[config.mk]
export PLATFORM = sky130hd
export DESIGN_NAME = nonce_dispatcher
export DESIGN_NICKNAME = d
export VERILOG_FILES = /design/src/rtl/hash_pkg.sv /design/src/rtl/lane_rank.sv /design/src/rtl/nonce_dispatcher.sv
export SDC_FILE = /design/constraint.sdc
export NUM_CORES = 1
export LEC_CHECK = 0
export CAP_MARGIN = 40
export CORE_UTILIZATION = 51
export DETAILED_ROUTE_END_ITERATION = 8
export PLACE_DENSITY = 0.81
export SYNTH_ARGS = -nofsm -noshare
export SYNTH_HDL_FRONTEND = slang
export SYNTH_SLANG_ARGS = --single-unit
[constraint.sdc]
create_clock -name clk -period 6.4 [get_ports clk]
set_input_delay 0.64 -clock clk [delete_from_list [all_inputs] [get_ports clk]]
set_output_delay 0.64 -clock clk [all_outputs]
set_load 0.05 [all_outputs]
[src/rtl/hash_pkg.sv]
// Shared constants and state encoding for the hash-search front end.
package hash_pkg;
  localparam int NONCE_W   = 32;
  localparam int LANES_MAX = 4;
  localparam int TARGET_W  = 8;
  localparam int RANK_W    = $clog2(LANES_MAX + 1);

  typedef enum logic [1:0] {IDLE, RUN, DONE} state_t;
endpackage

[src/rtl/lane_rank.sv]
// Prefix count over a lane request vector: per-lane rank (requesters below it)
// and the total number of requesters.
module lane_rank
  import hash_pkg::*;
#(
  parameter int LANES = hash_pkg::LANES_MAX
) (
  input  logic [LANES-1:0]        need,
  output logic [LANES*RANK_W-1:0] rank,
  output logic [RANK_W-1:0]       total
);

  logic [RANK_W-1:0] acc;

  always_comb begin
    acc  = '0;
    rank = '0;
    for (int i = 0; i < LANES; i++) begin
      rank[i*RANK_W +: RANK_W] = acc;
      acc = acc + RANK_W'(need[i]);
    end
    total = acc;
  end

endmodule

[src/rtl/nonce_dispatcher.sv]
// Hands out strictly increasing nonces to up to LANES hash lanes and latches
// the search parameters; stops on a hit or when the nonce space runs out.
//
// state | meaning
// IDLE  | after reset, waiting for start
// RUN   | refilling lanes, counting cycles
// DONE  | search ended (fin or exhausted), waiting for start
module nonce_dispatcher #(
  parameter int LANES   = 4,
  parameter int NONCE_W = 32
) (
  input  logic                          clk,
  input  logic                          reset_L,
  input  logic                          start,
  input  logic [1:0]                    num_entradas,
  input  logic [hash_pkg::TARGET_W-1:0] target,
  input  logic [NONCE_W-1:0]            nonce_inicio,
  input  logic [LANES-1:0]              lane_ready,
  input  logic                          fin_in,
  input  logic [NONCE_W-1:0]            nonce_valido_in,
  output logic [LANES-1:0]              nonce_valid,
  output logic [LANES*NONCE_W-1:0]      nonce_bus,
  output logic [hash_pkg::TARGET_W-1:0] target_out,
  output logic                          busy,
  output logic                          fin,
  output logic                          exhausted,
  output logic [NONCE_W-1:0]            nonce_valido_out,
  output logic [31:0]                   ciclos
);
  import hash_pkg::*;

  state_t                     state;
  logic [LANES-1:0]           active;
  logic [NONCE_W:0]           next_nonce;

  logic [LANES-1:0]           start_mask;
  logic [LANES-1:0]           xfer;
  logic [LANES-1:0]           need;
  logic [LANES-1:0]           fill;
  logic [NONCE_W:0]           base;
  logic [NONCE_W:0]           next_sum;
  logic [LANES*RANK_W-1:0]    rank;
  logic [RANK_W-1:0]          total;
  logic [LANES-1:0][NONCE_W:0] fill_val;
  logic                       exhaust;

  always_comb begin
    start_mask = '0;
    for (int i = 0; i < LANES; i++) begin
      start_mask[i] = (i <= int'(num_entradas));
    end
  end

  // The start fill and the RUN refill share one rank/overflow path.
  assign xfer     = nonce_valid & lane_ready;
  assign base     = (state == RUN) ? next_nonce : {1'b0, nonce_inicio};
  assign need     = (state == RUN) ? (active & (~nonce_valid | xfer)) : start_mask;
  assign next_sum = base + (NONCE_W+1)'(total);

  lane_rank #(.LANES(LANES)) u_lane_rank (
    .need  (need),
    .rank  (rank),
    .total (total)
  );

  // Bit NONCE_W of a fill value set means it lies past the last nonce.
  always_comb begin
    fill_val = '0;
    fill     = '0;
    for (int i = 0; i < LANES; i++) begin
      fill_val[i] = base + (NONCE_W+1)'(rank[i*RANK_W +: RANK_W]);
      fill[i]     = need[i] & ~fill_val[i][NONCE_W];
    end
  end

  assign exhaust = |(need & ~fill);

  always_ff @(posedge clk or negedge reset_L) begin
    if (!reset_L) begin
      state            <= IDLE;
      active           <= '0;
      next_nonce       <= '0;
      nonce_valid      <= '0;
      nonce_bus        <= '0;
      target_out       <= '0;
      busy             <= 1'b0;
      fin              <= 1'b0;
      exhausted        <= 1'b0;
      nonce_valido_out <= '0;
      ciclos           <= '0;
    end else begin
      case (state)
        IDLE, DONE: begin
          if (start) begin
            state       <= RUN;
            active      <= start_mask;
            target_out  <= target;
            fin         <= 1'b0;
            exhausted   <= 1'b0;
            ciclos      <= '0;
            busy        <= 1'b1;
            next_nonce  <= next_sum;
            nonce_valid <= fill;
            for (int i = 0; i < LANES; i++) begin
              if (fill[i]) nonce_bus[i*NONCE_W +: NONCE_W] <= fill_val[i][NONCE_W-1:0];
            end
          end
        end
        RUN: begin
          if (ciclos != '1) ciclos <= ciclos + 32'd1;
          if (fin_in) begin
            state            <= DONE;
            fin              <= 1'b1;
            nonce_valido_out <= nonce_valido_in;
            nonce_valid      <= '0;
            busy             <= 1'b0;
          end else if (exhaust) begin
            state       <= DONE;
            exhausted   <= 1'b1;
            nonce_valid <= '0;
            busy        <= 1'b0;
          end else begin
            next_nonce <= next_sum;
            for (int i = 0; i < LANES; i++) begin
              if (need[i]) begin
                nonce_valid[i]                  <= 1'b1;
                nonce_bus[i*NONCE_W +: NONCE_W] <= fill_val[i][NONCE_W-1:0];
              end
            end
          end
        end
        default: state <= IDLE;
      endcase
    end
  end

endmodule

==> flow_summary_export.csv, run 1 <==
group,metric,value,unit
synthesis,synthDistinctLibCells,64,
cells_and_area,nets,1587,
setup_path,cp_data_required_time,6.82,ns
die,fp.dieH,161,µm
pwr,p_per_area,546,nW/µm²
setup_path,cp_data_arrival_time,5.78,ns
timing,tns,0,ns
clocking,cts-buffers-inserted,28,
setup_path,r2r_start,"nonce_valid[1]",
grt,antenna_found_initial,0,
clocking,cts_tree,"built",
placed_design,routabilityCongestion,0.915,
route,drtAntennaViolNets,0,
pwr,cellLeakagePower,7.36,nW
pwr,p_total,0.00936,W
timing,fmax,187,MHz
cells_and_area,drive_gt1_frac,0.160,
cells_and_area,final_area,17100,µm²
clocking,clk_latency,0.54,ns
placed_design,place_area,16200,µm²
synthesis,yosysTopAreaCellShare,0.477,
synthesis,ys_async_sr_fraction,1.00,
timing,hold_ws,0.133,ns
die,num_io_pins,289,
grt,grt_usage,0.286,
setup_path,crit_path_max_fanout,18,
timing,timing_hold_violations_final,0,
clocking,cts_sinks,246,
grt,grt_pass1_wl,57900,µm
route,drc,0,
setup_path,timing.rr.end,"nonce_bus[64]",
route,drt-total-wl,36900,µm
grt,grt_max_degree,103,
clocking,clkTransAtPathRegs,0.06,ns
synthesis,netlist_area,12900,µm²
cells_and_area,area_growth,33.0,%
timing,slew_headroom,0.391,
synthesis,synth-seq-cells,246,
grt,overflow,0,
timing,rsz0062_at_grt,"no",
setup_path,crit_start,"lane_ready[1]",
grt,first_global_vias,10353,
timing,finClkSkew,0.00820,ns
timing,period_minus_slack,5.35,ns
pwr,irDropWorstVdd,0.396,mV
synthesis,ys_warn_count,0,
route,drt_iter0_drc,793,
setup_path,rrSetupSlack,1.11,ns
timing,finalCritPeriodShare,0.836,
route,drt_pass1_iterations,5,
setup_path,crit_type,"primary input to flop",
die,die_area,25900,µm²
synthesis,synth_fp_nets,1292,
die,fp.coreArea,24500,µm²
placed_design,dp_hpwl,26500,µm
route,via_per_inst,5.49,
die,start_util,0.526,
run_status,status,"completed",
synthesis,postSynthCellCount,1190,
timing,tightest_slew,0.888,ns
route,wl_per_cell,20.2,µm
synthesis,synth_largest_area_cell,"dfrtp_1",
clocking,cts_hold_buffers,0,
clocking,postCtsSetupRepairBufs,0,
setup_path,cp-end-kind,"flop",
clocking,cts-resized-gates,0,
timing,slew_violations,0,
setup_path,worstRegToRegCells,17,
die,die_w,161,µm
synthesis,synth.area.top_cells,"dfrtp_1 (48%), mux2_2 (9.9%), nand2_1 (5.0%)",
synthesis,synth_top_flop_cell,"dfrtp_1",
placed_design,port_buffers,288,
clocking,clockBufferDepth,3,
cells_and_area,antennaDiodeCount,0,
timing,setup_viol,0,
hold_path,min_path_type,"primary input to async pin",
synthesis,postSynthAreaPerCell,10.8,µm²
clocking,cts_htree_levels,1,
job,max_cap_violations,0,
synthesis,yosysSeqAreaShare,0.477,
clocking,root_buffer,"clkbuf_16",
route,vias,10043,
die,rows,57,
setup_path,worstSetupStartpointType,"primary input",
synthesis,synth_edf_count,0,
cell usage after synthesis (11+ instances only):
cell	n
mux2_4	30
o21ai_0	44
xor2_1	68
nand4_1	11
inv_1	54
and3_1	12
xnor2_1	74
nand3_1	23
ha_1	15
mux2i_1	59
dfrtp_1	246
mux2_2	113
a21oi_1	13
clkbuf_1	22
nor3_1	13
nor2_1	99
nand2_1	173
cells in the final DEF, fill, tap and decap left out, types with 8 or more instances in the layout:
master	synthesis	layout
clkdlybuf4s50_1	0	287
dfrtp_1	246	246
nand2_1	173	173
mux2_2	113	113
nor2_1	99	99
xnor2_1	74	74
xor2_1	68	68
mux2i_1	59	59
inv_1	54	54
o21ai_0	44	44
mux2_4	30	30
clkbuf_16	0	29
nand3_1	23	23
buf_4	3	17
ha_1	15	15
a21oi_1	13	13
nor3_1	13	13
and3_1	12	12
nand4_1	11	11
nand2b_1	9	8
per-stage QoR:
stage,cells,setup slack (ns),utilization
finish,1829,1.05,0.699
global route,1829,0.818,0.699
CTS,1828,1.10,0.698
detailed placement,1778,0.538,0.660
global placement,1772,0.723,0.657
floorplan,1190,1.24,-
sequential cells by signal, summed over array words and instances (netlist names):
| signal | flops |
|---|---|
| exhausted | 1 |
| next_nonce | 33 |
| state | 2 |
| active | 4 |
| busy | 1 |
| nonce_bus | 128 |
| target_out | 8 |
| ciclos | 32 |
| nonce_valido_out | 32 |
| nonce_valid | 4 |
| fin | 1 |
worst max-delay path, cell delays in order:
cell and delay [ns]:
clkdlybuf4s50_1 0.40, o21ai_0 0.64, o21ai_0 0.34, fa_1 0.63, ha_1 0.19, inv_1 0.06, fa_1 0.40, nor2b_1 0.21
o2111ai_2 0.15, buf_4 0.20, o22ai_1 0.16, and3_1 0.23, a211oi_4 0.08, a21oi_4 0.20, a311o_2 0.57, buf_12 0.28
mux2_2 0.35
power breakdown:
| part | internal [W] | switching, W |
|---|---|---|
| sequential | 0.00220 | 0.000439 |
| clock | 0.000983 | 0.000649 |
| combinational | 0.00187 | 0.00322 |
| total | 0.00506 | 0.00430 |
cell type report:
cell class                      instances  area (µm²)
Fill cell                            1836        7390
Clock inverter                         10         105
Multi-Input combinational cell        845        6320
Tap cell                              324         405
Timing Repair Buffer                  310        3120
Inverter                               54         203
Sequential cell                       246        6160
Clock buffer                           40         837
worst max path at each step:
stage                          endpoint  slack, ns  cells after the start
after floorplan           nonce_bus[32]       1.24                     21
after global placement    nonce_bus[64]       0.72                     17
after detailed placement  nonce_bus[64]       0.54                     17
after CTS                 nonce_bus[64]       1.10                     17
after global routing      nonce_bus[64]       0.82                     17
final                     nonce_bus[64]       1.05                     17
layer usage:
metal  part of all wire  up-vias  GRT usage
li1                   -     4578          -
met2               0.48      454      0.473
met5                  0        -          0
met1               0.41     4931      0.384
met4              0.031        0     0.0905
met3              0.073       80     0.0475
logic make-up (layout without fill, tap and decap cells):
logic type / count (synthesis) / count (layout) / synth area share
buffers and inverters: 99 / 414 / 0.0358
xor gates and xnor gates: 142 / 142 / 0.0965
DFF: 246 / 246 / 0.477
AOI/OAI and AO/OA: 91 / 91 / 0.0452
and+or+nand+nor: 383 / 383 / 0.135
muxes: 209 / 209 / 0.188
adders and majority gates: 20 / 20 / 0.0223
(Power assumes the default switching activity.)
==> inputs of run 2 (changes only) <==
- CORE_UTILIZATION: 51 -> 46
- PLACE_DENSITY: 0.81 -> 0.77
- clock period: 6.4 -> 4.85 ns (I/O delays scaled with it)
==> run 2 against run 1 <==
  * Count of clock-buffer cells in the layout fell by 5
  * Clock skew is 0.010 ns higher
  * Non-clock buffer count rose by 22
  * Cell count grew 3.9%
  * Die area rose by 11%
  * Register-to-register slack worse by 0.75 ns
  * Critical path depth unchanged
  * First-iteration DRC count down 8.1%
  * Total power is 36% higher
  * Via count up 0.98%
  * Hold slack got worse by 0.13 ns
  * Sequential power is 32% higher
  * Largest power group unchanged
==> flow_summary_export.csv, run 2 (same netlist as run 1, synthesis figures left out) <==
group,metric,value,unit
run_status,status,"completed",
timing,slew_headroom,0.415,
timing,fmax,223,MHz
placed_design,routabilityCongestion,0.920,
placed_design,post-place-cells,1849,
route,wl_per_cell,19.9,µm
job,max_cap_violations,0,
clocking,cts_sinks,246,
pwr,p_per_area,728,nW/µm²
clocking,clockBufferDepth,3,
timing,setup_viol,0,
setup_path,cp-end-kind,"flop",
route,drt-met1-wl,15900,µm
route,drt_pass1_iterations,5,
setup_path,cp_num_buf_inv,4,
die,die_w,169,µm
die,start_util,0.473,
die,fp.dieH,169,µm
setup_path,worstSetupStartpointType,"flop",
placed_design,dp_hpwl,27600,µm
clocking,cts-buffers-inserted,28,
cells_and_area,area_growth,36.0,%
timing,rsz0062_at_grt,"no",
placed_design,dpl_worst_slack,-0.00377,ns
setup_path,crit_type,"flop to flop",
cells_and_area,num-fill-cells,2157,
timing,tightest_slew,0.852,ns
clocking,cts-resized-gates,0,
setup_path,max_stage_delay,0.54,ns
die,num_io_pins,289,
placed_design,port_buffers,288,
grt,grt_usage,0.262,
timing,finClkSkew,0.0184,ns
grt,overflow,0,
cells_and_area,regArea,6160,µm²
timing,setup_ws,0.364,ns
timing,period_minus_slack,4.49,ns
die,fp.coreArea,27300,µm²
grt,first_global_vias,10217,
setup_path,critPathTopFamily,"compound AO/OA/AOI/OAI gates",
grt,grt_max_degree,108,
grt,grt_pass1_wl,58400,µm
setup_path,cp_data_required_time,5.27,ns
pwr,irDropWorstVdd,0.489,mV
route,via_per_inst,5.34,
setup_path,slowest_stage,"fa_1",
setup_path,path_cells,"nand2b_2 > buf_4 > o21a_1 > inv_1 > fa_1 > ha_1 > inv_1 > fa_1 > nor2b_1 > o2111ai_2 > a21oi_1 > o21ai_1 > a211oi_4 > a21oi_4 > a311o_2 > buf_4 > mux2_4",
route,met3WireLength,2310,µm
clocking,clkTransAtPathRegs,0.06,ns
cells_and_area,nets,1609,
route,drt-total-wl,37800,µm
cells_and_area,largest-register,"nonce_bus",
clocking,cts_tree,"built",
cells_and_area,largest_reg_flops,128,
route,drc,0,
hold_path,min_path_type,"primary input to async pin",
pwr,p_total,0.0128,W
die,die_area,28700,µm²
route,drtAntennaViolNets,0,
clocking,cts_htree_levels,1,
clocking,clk_latency,0.54,ns
timing,finalCritPeriodShare,0.925,
clocking,root_buffer,"clkbuf_16",
timing,timing_hold_violations_final,0,
route,detailroute.wirelength.met2,18600,µm
cells_and_area,drive_gt1_frac,0.175,
setup_path,crit_path_max_fanout,13,
cells_and_area,final_common_cell,"clkdlybuf4s50_1",
setup_path,cp_data_arrival_time,4.90,ns
pwr,cellLeakagePower,7.53,nW
cells_and_area,stdcell_count,1900,
grt,antenna_found_initial,0,
route,drt_iter0_drc,729,
clocking,postCtsSetupRepairBufs,0,
cells_and_area,multi_input_area,6320,µm²
cells_and_area,layout_common_cells,"clkdlybuf4s50_1 (287), dfrtp_1 (246), nand2_1 (173)",
die,rows,60,
cells_and_area,top_regs,"nonce_bus x128, next_nonce x33",
route,vias,10141,
route,dr.max_layer_used,"met4",
cells_and_area,antennaDiodeCount,0,
clocking,cts_hold_buffers,0,
timing,slew_violations,0,
==> run 2: cell types whose count changed in the layout (fill, tap and decap cells not counted), moves of 2 or more <==
cell       before  now
buf_4          17   37
bufinv_16       2    8
buf_12          2    7
clkbuf_1        4    1
buf_16          2    0
clkbuf_8        7    5
clkinv_2        6    4
o21ai_0        44   42
o21ai_1         2    4
==> run 2: power breakdown <==
part	internal, W	switching [W]	total [W]
registers	0.00291	0.000585	0.00349
logic	0.00253	0.00426	0.00680
clock network	0.00159	0.000884	0.00247
==> run 2: stage by stage <==
step | util | area, µm² | hold WS [ns] | TNS [ns]
3_5_place_dp | 0.604 | 16400 | 0.457 | -0.00377
6_report | 0.644 | 17500 | 0.00575 | 0
5_1_grt | 0.644 | 17500 | 0.0642 | 0
3_3_place_gp | 0.603 | 16400 | 0.455 | 0
2_1_floorplan | - | 12900 | 0.189 | 0
4_1_cts | 0.644 | 17500 | 0.0344 | 0
==> run 2: worst paths after layout <==
check	start	cells past startpoint	slack (ns)	endpoint
worst min-delay path	reset_L	1	0.006	next_nonce[2]
worst min register to register	active[2]	2	0.47	active[2]
worst max-delay path	state[1]	17	0.36	nonce_bus[73]
max in group asynchronous	reset_L	2	3.67	ciclos[28]
worst max register to register	state[1]	17	0.36	nonce_bus[73]
min in group clk	active[2]	2	0.47	active[2]
==> run 2: routing by layer <==
metal,GRT usage,vias to the layer above
met5,0,-
met4,0.0764,0
met3,0.0399,70
met2,0.446,390
met1,0.346,5062
li1,-,4619
==> run 2: cell type report <==
type	count	share of cell area
multi-input combinational	845	0.360
sequential	246	0.351
timing repair buffer	332	0.188
clock buffer	35	0.0455
tap	372	0.0265
clock inverter	16	0.0167
inverter	54	0.0116
==> inputs of run 3 (changes only) <==
- CORE_UTILIZATION: 46 -> 54
- CTS_BUF_LIST: default -> sky130_fd_sc_hd__clkbuf_4 sky130_fd_sc_hd__clkbuf_8
- DONT_BUFFER_PORTS: default -> 1
- PLACE_DENSITY: 0.77 -> 0.72
==> run 3 against run 2 <==
  * The flow now finishes with violations (hold timing)
  * Utilization down 4.0 points
  * Design area fell by 19%
  * Highest routed layer unchanged
  * Non-clock buffer count fell by 304
  * Largest cell class unchanged
  * Largest power group is now registers
  * Via count decreased by 12%
==> flow_summary_export.csv, run 3 (same netlist as run 1, synthesis figures left out) <==
group,metric,value,unit
run_status,status,"finished with violations",
run_status,violations,"hold timing",
clocking,cts_sinks,246,
pwr,p_per_area,748,nW/µm²
timing,setup_viol,0,
route,drt_pass1_iterations,5,
timing,period_minus_slack,4.51,ns
setup_path,r2r_start,"state[0]",
timing,fmax,222,MHz
route,drtAntennaViolNets,0,
cells_and_area,regArea,6160,µm²
route,dr.max_layer_used,"met4",
clocking,clk_latency,0.54,ns
timing,setup_ws,0.343,ns
route,drt-met1-wl,13800,µm
clocking,cts_htree_levels,2,
grt,antenna_found_initial,0,
die,fp.dieH,157,µm
setup_path,crit_start,"state[0]",
grt,grt_max_degree,247,
clocking,cts_tree,"built",
placed_design,dp_hpwl,24300,µm
grt,first_global_vias,9045,
cells_and_area,top_regs,"nonce_bus x128, next_nonce x33",
clocking,cts-buffers-inserted,42,
setup_path,crit_type,"flop to flop",
placed_design,port_buffers,0,
cells_and_area,area_growth,9.98,%
setup_path,cp_data_required_time,5.27,ns
route,drc,0,
grt,grt_usage,0.279,
cells_and_area,layout_common_cells,"dfrtp_1 (246), nand2_1 (173), mux2_2 (113)",
setup_path,worstSetupStartpointType,"flop",
cells_and_area,antennaDiodeCount,0,
pwr,irDropWorstVdd,0.459,mV
die,start_util,0.549,
clocking,postCtsSetupRepairBufs,0,
setup_path,cp_data_arrival_time,4.93,ns
clocking,cts-resized-gates,0,
hold_path,min_path_type,"primary input to async pin",
die,die_w,157,µm
clocking,root_buffer,"clkbuf_8",
route,met3WireLength,3220,µm
pwr,cellLeakagePower,6.26,nW
timing,slew_violations,0,
route,detailroute.wirelength.met2,16100,µm
grt,overflow,0,
route,drt_iter0_drc,667,
die,fp.coreArea,23500,µm²
timing,slew_headroom,0.403,
timing,tns,0,ns
timing,rsz0062_at_grt,"no",
setup_path,endpoint,"nonce_bus[77]",
route,drt-total-wl,34000,µm
grt,grt_pass1_wl,51700,µm
clocking,clockBufferDepth,3,
cells_and_area,largest-register,"nonce_bus",
cells_and_area,multi_input_area,6320,µm²
setup_path,worstRegToRegCells,16,
placed_design,routabilityCongestion,0.887,
route,vias,8878,
cells_and_area,drive_gt1_frac,0.217,
cells_and_area,final_common_cell,"dfrtp_1",
die,die_area,24500,µm²
setup_path,timing.rr.end,"nonce_bus[77]",
setup_path,cp-end-kind,"flop",
clocking,clkTransAtPathRegs,0.06,ns
timing,finalCritPeriodShare,0.929,
setup_path,crit_path_max_fanout,29,
cells_and_area,largest_reg_flops,128,
route,via_per_inst,5.68,
setup_path,rrSetupSlack,0.34,ns
cells_and_area,nets,1319,
timing,finClkSkew,0.0252,ns
timing,tightest_slew,0.871,ns
die,rows,56,
job,max_cap_violations,0,
die,num_io_pins,289,
timing,hold_ws,-0.347,ns
placed_design,dpl_worst_slack,0.317,ns
cells_and_area,num-fill-cells,1890,
route,wl_per_cell,21.8,µm
timing,timing_hold_violations_final,246,
run 3: cell count changes in the layout (fill, tap and decap cells not counted), sizes merged:
| cell | change |
|---|---|
| bufinv | -6 |
| clkdlybuf4s50 | -287 |
| clkinv | +1 |
| clkbuf | +26 |
| inv | -1 |
| clkinvlp | -1 |
| buf | -17 |
run 3: through the flow:
| stage | hold slack (ns) | total power, W | utilization | area [µm²] | std cells |
|---|---|---|---|---|---|
| after floorplan | 0.189 | 0.00792 | - | 12900 | 1190 |
| after global placement | 0.202 | 0.00858 | 0.567 | 13300 | 1491 |
| after detailed placement | 0.202 | 0.00870 | 0.567 | 13300 | 1492 |
| after CTS | -0.373 | 0.0107 | 0.604 | 14200 | 1562 |
| after global routing | -0.372 | 0.0111 | 0.604 | 14200 | 1562 |
| final | -0.347 | 0.0106 | 0.604 | 14200 | 1562 |
run 3: worst min-delay path by stage:
stage            start             end  slack, ns  cells after the start
3_3_place_gp   reset_L   nonce_bus[34]       0.20                      0
3_5_place_dp   reset_L   nonce_bus[34]       0.20                      0
4_1_cts        reset_L  next_nonce[15]      -0.37                      0
5_1_grt        reset_L      ciclos[10]      -0.37                      0
2_1_floorplan  reset_L       active[0]       0.19                      0
6_report       reset_L  nonce_bus[102]      -0.35                      0
run 3: layout make-up:
type	count	share of cell area
multi-input cells	845	0.446
flip-flops and latches	246	0.434
clock buffers	61	0.0544
well taps	319	0.0281
repair buffers	28	0.0166
inverters	54	0.0143
clock inverters	9	0.00688
run 3: layer usage:
layer / vias up / GRT usage
met5: - / 0
met4: 0 / 0.0952
met3: 64 / 0.0878
met2: 348 / 0.450
met1: 4418 / 0.354
li1: 4048 / -
run 3: critical path, cell delays in order, from the launching register on:
cell and delay, ns:
dfrtp_1 0.52, nand2b_2 0.18, o21ai_0 0.16, o21ai_1 0.21
fa_1 0.60, ha_1 0.17, inv_1 0.05, fa_1 0.40
nor2b_1 0.19, o2111ai_2 0.18, a21oi_1 0.18, o21ai_1 0.12
a211oi_4 0.28, a21oi_4 0.12, a311o_2 0.46, buf_12 0.23
mux2_4 0.32
run 3: where the power goes:
part	switching (W)	total (W)	leakage [nW]	internal, W
logic	0.00129	0.00256	2.79	0.00128
registers	0.00325	0.00610	3.01	0.00285
clock network	0.000825	0.00195	0.462	0.00112
